<file path="src/rtl/hazard_ctrl.sv">
// Pipeline hazard/stall controller for the RV32I 5-stage core: stage enables, bubbles, branch redirects.
// Latency: outputs are combinational from state + inputs (zero-cycle); state/redir_q update on rising clk.
// Backpressure: a data-memory miss freezes every stage; a fetch stall holds PC/IF-ID and bubbles ID-EX.
//
// Ports:
//   clk, rst (synchronous, active-low)
//   id_rs1/id_rs2/id_uses_rs1/id_uses_rs2 : ID-stage source operands
//   ex_rd/ex_is_load/ex_br_taken/ex_br_target : EX-stage destination, load flag, redirect request
//   imem_resp, dmem_req, dmem_resp : memory handshakes
//   pc_en, if_id_en, id_ex_en, ex_mem_en, mem_wb_en : stage register load enables
//   if_id_flush, id_ex_flush : load a bubble (flush wins over a low enable)
//   pc_redirect, pc_redirect_target : PC mux select and address
// Optional build macro HAZARD_PERF_CNT_EN adds perf_load_use, perf_mem_stall, perf_redirect (32-bit wrap).
module hazard_ctrl (
  input  logic        clk,
  input  logic        rst,
  input  logic [4:0]  id_rs1,
  input  logic [4:0]  id_rs2,
  input  logic        id_uses_rs1,
  input  logic        id_uses_rs2,
  input  logic [4:0]  ex_rd,
  input  logic        ex_is_load,
  input  logic        ex_br_taken,
  input  logic [31:0] ex_br_target,
  input  logic        imem_resp,
  input  logic        dmem_req,
  input  logic        dmem_resp,
  output logic        pc_en,
  output logic        if_id_en,
  output logic        id_ex_en,
  output logic        ex_mem_en,
  output logic        mem_wb_en,
  output logic        if_id_flush,
  output logic        id_ex_flush,
  output logic        pc_redirect,
`ifdef HAZARD_PERF_CNT_EN
  output logic [31:0] perf_load_use,
  output logic [31:0] perf_mem_stall,
  output logic [31:0] perf_redirect,
`endif
  output logic [31:0] pc_redirect_target
);

  typedef enum logic {ST_RUN, ST_REDIR_WAIT} state_t;

  state_t      r_state;
  state_t      w_state_nxt;
  logic [31:0] r_redir_q;
  logic [31:0] w_redir_d;
  logic        w_mem_stall;
  logic        w_load_use;

  assign w_mem_stall = dmem_req & ~dmem_resp;

  // x0 never carries a real result, so a load to x0 cannot create a hazard.
  assign w_load_use = ex_is_load & (ex_rd != 5'd0) &
                      ((id_uses_rs1 & (ex_rd == id_rs1)) |
                       (id_uses_rs2 & (ex_rd == id_rs2)));

  always_comb begin
    pc_en              = 1'b1;
    if_id_en           = 1'b1;
    id_ex_en           = 1'b1;
    ex_mem_en          = 1'b1;
    mem_wb_en          = 1'b1;
    if_id_flush        = 1'b0;
    id_ex_flush        = 1'b0;
    pc_redirect        = 1'b0;
    pc_redirect_target = (r_state == ST_REDIR_WAIT) ? r_redir_q : ex_br_target;
    w_state_nxt        = r_state;
    w_redir_d          = r_redir_q;

    if (!rst) begin
      pc_en              = 1'b0;
      if_id_en           = 1'b0;
      id_ex_en           = 1'b0;
      ex_mem_en          = 1'b0;
      mem_wb_en          = 1'b0;
      if_id_flush        = 1'b1;
      id_ex_flush        = 1'b1;
      pc_redirect_target = 32'd0;
      w_state_nxt        = ST_RUN;
      w_redir_d          = 32'd0;
    end else if (w_mem_stall) begin
      // Full freeze; a branch sitting in EX is re-evaluated once the miss clears.
      pc_en     = 1'b0;
      if_id_en  = 1'b0;
      id_ex_en  = 1'b0;
      ex_mem_en = 1'b0;
      mem_wb_en = 1'b0;
    end else begin
      case (r_state)
        ST_RUN: begin
          if (ex_br_taken) begin
            if_id_flush = 1'b1;
            id_ex_flush = 1'b1;
            if (imem_resp) begin
              pc_redirect = 1'b1;
            end else begin
              // Fetch still in flight: park the target and replay it when the fetch returns.
              pc_en       = 1'b0;
              w_redir_d   = ex_br_target;
              w_state_nxt = ST_REDIR_WAIT;
            end
          end else if (w_load_use || !imem_resp) begin
            pc_en       = 1'b0;
            if_id_en    = 1'b0;
            id_ex_flush = 1'b1;
          end
        end
        ST_REDIR_WAIT: begin
          // Younger instructions are already flushed, so branch and load-use are ignored here.
          id_ex_flush = 1'b1;
          if (imem_resp) begin
            if_id_flush = 1'b1;
            pc_redirect = 1'b1;
            w_state_nxt = ST_RUN;
          end else begin
            pc_en    = 1'b0;
            if_id_en = 1'b0;
          end
        end
        default: w_state_nxt = ST_RUN;
      endcase
    end
  end

  always_ff @(posedge clk) begin
    if (!rst) begin
      r_state   <= ST_RUN;
      r_redir_q <= 32'd0;
    end else begin
      r_state   <= w_state_nxt;
      r_redir_q <= w_redir_d;
    end
  end

`ifdef HAZARD_PERF_CNT_EN
  logic [31:0] r_perf_load_use;
  logic [31:0] r_perf_mem_stall;
  logic [31:0] r_perf_redirect;
  logic        w_lu_bubble;

  // A bubble is only attributable to load-use when no higher-priority event owns the cycle.
  assign w_lu_bubble = ~w_mem_stall & (r_state == ST_RUN) & ~ex_br_taken & w_load_use;

  always_ff @(posedge clk) begin
    if (!rst) begin
      r_perf_load_use  <= 32'd0;
      r_perf_mem_stall <= 32'd0;
      r_perf_redirect  <= 32'd0;
    end else begin
      if (w_lu_bubble) r_perf_load_use  <= r_perf_load_use + 32'd1;
      if (w_mem_stall) r_perf_mem_stall <= r_perf_mem_stall + 32'd1;
      if (pc_redirect) r_perf_redirect  <= r_perf_redirect + 32'd1;
    end
  end

  assign perf_load_use  = r_perf_load_use;
  assign perf_mem_stall = r_perf_mem_stall;
  assign perf_redirect  = r_perf_redirect;
`endif

endmodule

</file>
<file path="config.mk">
export PLATFORM = sky130hd
export DESIGN_NAME = hazard_ctrl
export DESIGN_NICKNAME = d
export VERILOG_FILES = /design/src/rtl/hazard_ctrl.sv
export SDC_FILE = /design/constraint.sdc
export NUM_CORES = 1
export LEC_CHECK = 0
export BUFFER_PORTS_ARGS = -buffer_cell sky130_fd_sc_hd__buf_2
export CAP_MARGIN = 10
export CORE_MARGIN = 2
export CORE_UTILIZATION = 42
export DETAILED_ROUTE_END_ITERATION = 10
export PLACE_DENSITY_LB_ADDON = 0.2
export SETUP_SLACK_MARGIN = 0.3
export SYNTH_ARGS = -nofsm -noshare
export SYNTH_HDL_FRONTEND = slang
export SYNTH_SLANG_ARGS = --single-unit
</file>
<file path="constraint.sdc">
create_clock -name clk -period 1.4 [get_ports clk]
set_input_delay 0.21 -clock clk [delete_from_list [all_inputs] [get_ports clk]]
set_output_delay 0.21 -clock clk [all_outputs]
set_load 0.01 [all_outputs]
</file>
==> flow_metrics.py <==
metrics = {
    "worst_setup_path": {
        "cp-end-kind": "output pin",
        "crit_type": "in -> out",
        "cp-start-kind": "input port",
        "critPathRequiredTime_ns": 1.19,
        "r2r_start": "r_state",
        "critPathLaunch": "ex_rd[1]",
        "path_max_fanout": 2,
        "cp.arrival_ns": 1.44,
    },
    "global_routing": {
        "track_usage": 0.1964,
        "antenna_found_initial": 0,
        "gr-total-overflow": 0,
        "grt_max_degree": 45,
        "grt_pass1_vias": 1852,
        "grt_pass1_wl_um": 8245,
    },
    "power_and_ir_drop": {
        "cellLeakagePower_nw": 1.251,
        "internal_power_w": 0.001672,
        "p_sw_frac": 0.2925,
        "pwr-share-seq": 0.424,
        "peakVddDrop_mv": 0.6944,
        "share_comb_of_total_power": 0.279,
        "powerDensity_nw_per_um2": 806.1,
        "power.share.clock": 0.297,
        "p_switching_w": 0.0006913,
        "fin_total_pwr_w": 0.002363,
    },
    "drt": {
        "drc_errors": 0,
        "postRouteAntennaNets": 0,
        "wl_per_cell_um": 12.77,
        "dr.pass1.iters": 4,
        "first_iter_violations": 128,
        "finalWirelength_um": 5198,
        "post_drt_via_cell_ratio": 5.002,
        "vias": 2036,
    },
    "floorplanning": {
        "dieWidth_um": 73.56,
        "rows": 25,
        "core_area_um2": 4692,
        "pin_count": 96,
        "die_h_um": 73.56,
        "initial_core_util": 0.4331,
        "die_area_um2": 5410,
    },
    "clock_tree": {
        "cts_buffers": 5,
        "path_clk_slew_ns": 0.07,
        "ctsHoldBuffers": 0,
        "clk_latency_ns": 0.28,
        "root_buffer": "clkbuf_8",
        "clock_sinks": 33,
        "ctsLongestPathBuffers": 2,
        "cts_tree": "done",
        "h-tree-depth": 2,
    },
    "status": {
        "outcome": "complete, but fails checks",
        "violations": "setup timing",
    },
    "layout": {
        "num-fill-cells": 468,
        "final_cell_mix": "90 x buf_2, 70 x nand2_1, 33 x nor2b_1",
        "multi_input_area_um2": 1339,
        "diodes": 0,
        "final_nets": 408,
        "register_area_um2": 664.4,
        "syn2layout_area_growth_pct": 44.27,
        "mostFrequentLayoutCell": "buf_2",
        "postLayoutCoreUtil": 0.6248,
        "drive_above_1_share": 0.3853,
    },
    "synthesis": {
        "ys_ff_latch": 33,
        "syn_nets": 309,
        "syn_area_per_cell_um2": 8.031,
        "yosysUniqueCellTypes": 22,
        "synth-seq-area-share": 0.3251,
        "synthTopCellsByArea": "dfxtp_1 33%, mux2i_1 16%, nand2_1 13%",
        "yosysTopAreaCell": "dfxtp_1",
        "yosys_warnings": 0,
        "synth_top_area_share": 0.3251,
        "syn-cell-area_um2": 2032,
        "syn_inst": 253,
    },
    "timing": {
        "finalSetupTns_ns": -4.241,
        "holdWs_ns": 0.1679,
        "timing.fmax_ghz": 0.6044,
        "tightest_slew_ns": 0.3396,
        "relSlewSlack": 0.7712,
        "period_share": 1.182,
        "worst_clock_skew_ns": 0.007398,
        "rsz0062_at_grt": "yes",
        "hold_viol_final": 0,
        "finalCriticalPeriod_ns": 1.654,
        "slew_violations": 0,
        "final.setup.worst_slack_ns": -0.2544,
        "setup_violations": 36,
    },
    "placed_design": {
        "detailed_place_hpwl_um": 3237,
        "gp_congestion": 0.7803,
        "place_ws_ns": -0.2800,
        "portBuffers": 95,
    },
    "run": {
        "drv_cap": 0,
    },
    "hold_path": {
        "worstHoldStart": "ex_br_target[3]",
        "min_path_type": "in -> reg",
    },
}
==> per-stage QoR <==
| step | instance area, um^2 | std cells |
|---|---|---|
| after detailed placement | 2618 | 392 |
| after global routing | 2932 | 407 |
| final | 2932 | 407 |
| after CTS | 2897 | 407 |
| after global placement | 2618 | 392 |
| after floorplan | 2101 | 253 |
==> repair_timing <==
item,CTS,global route
setup buffers,4,0
resized for setup,20,7
gates cloned,3,0
pin swaps,4,0
endpoints found under the setup margin,69,69
==> area by class of cell <==
| class | count | area share |
|---|---|---|
| multi-input cells | 200 | 0.4567 |
| well taps | 54 | 0.02305 |
| clock buffers | 5 | 0.02347 |
| clock inverters | 3 | 0.005975 |
| repair buffers | 112 | 0.2642 |
| flip-flops and latches | 33 | 0.2266 |
==> critical path: stages <==
cell and delay (ns):
buf_6 0.09, or4_4 0.52, o21a_1 0.21, and2_4 0.18, a21oi_4 0.12, buf_6 0.11
==> layer usage <==
metal | part of all wire | vias to the layer above | track usage
li1 | - | 1029 | -
met1 | 0.42 | 942 | 0.2207
met2 | 0.52 | 58 | 0.3651
met3 | 0.048 | 7 | 0.04527
met4 | 0.012 | 0 | 0.05657
met5 | 0 | - | 0
==> cells by family (layout without fill, tap and decap cells) <==
family                 count (synthesis)  in the layout  share of synthesized area
flip-flops                            33             33                     0.3251
XOR/XNOR                              10             10                    0.04310
AO/OA/AOI/OAI                         42             42                     0.1447
multiplexers                          32             32                     0.1576
buffers and inverters                 20            120                    0.05973
AND/OR/NAND/NOR                      116            116                     0.2697
==> synth_stat cells <==
cell type / count
a21boi_0: 23
a21boi_1: 9
a21oi_1: 5
and2_1: 2
buf_2: 7
buf_4: 2
buf_6: 4
clkbuf_1: 7
dfxtp_1: 33
mux2i_1: 32
nand2_1: 70
nand2b_1: 2
nand4_1: 2
nor2_1: 3
nor2b_1: 34
nor3_2: 1
o21a_1: 1
o21ai_0: 3
o22ai_1: 1
or3_1: 1
or4_1: 1
xnor2_1: 10
==> power by group through the flow <==
stage | Clock, W | Sequential [W] | Combinational, W
4_1_cts | 0.000727 | 0.00100 | 0.000653
3_3_place_gp | 0 | 0.00102 | 0.000568
5_1_grt | 0.000767 | 0.00101 | 0.000723
3_5_place_dp | 0 | 0.00102 | 0.000574
2_1_floorplan | 0 | 0.00102 | 0.000363
6_report | 0.000702 | 0.00100 | 0.000659
==> sequential cells by signal (all words and copies together), names as in the netlist <==
signal     cells
r_redir_q     32
r_state        1
==> worst paths after layout <==
kind	endpoint	slack, ns	cells after the start
worst max-delay path	if_id_en	-0.25	6
worst min-delay path	r_redir_q[3]	0.17	3
worst max register to register	r_redir_q[0]	0.07	5
worst min register to register	r_redir_q[25]	0.46	2
Note: power is estimated with default switching activity, not from simulation.
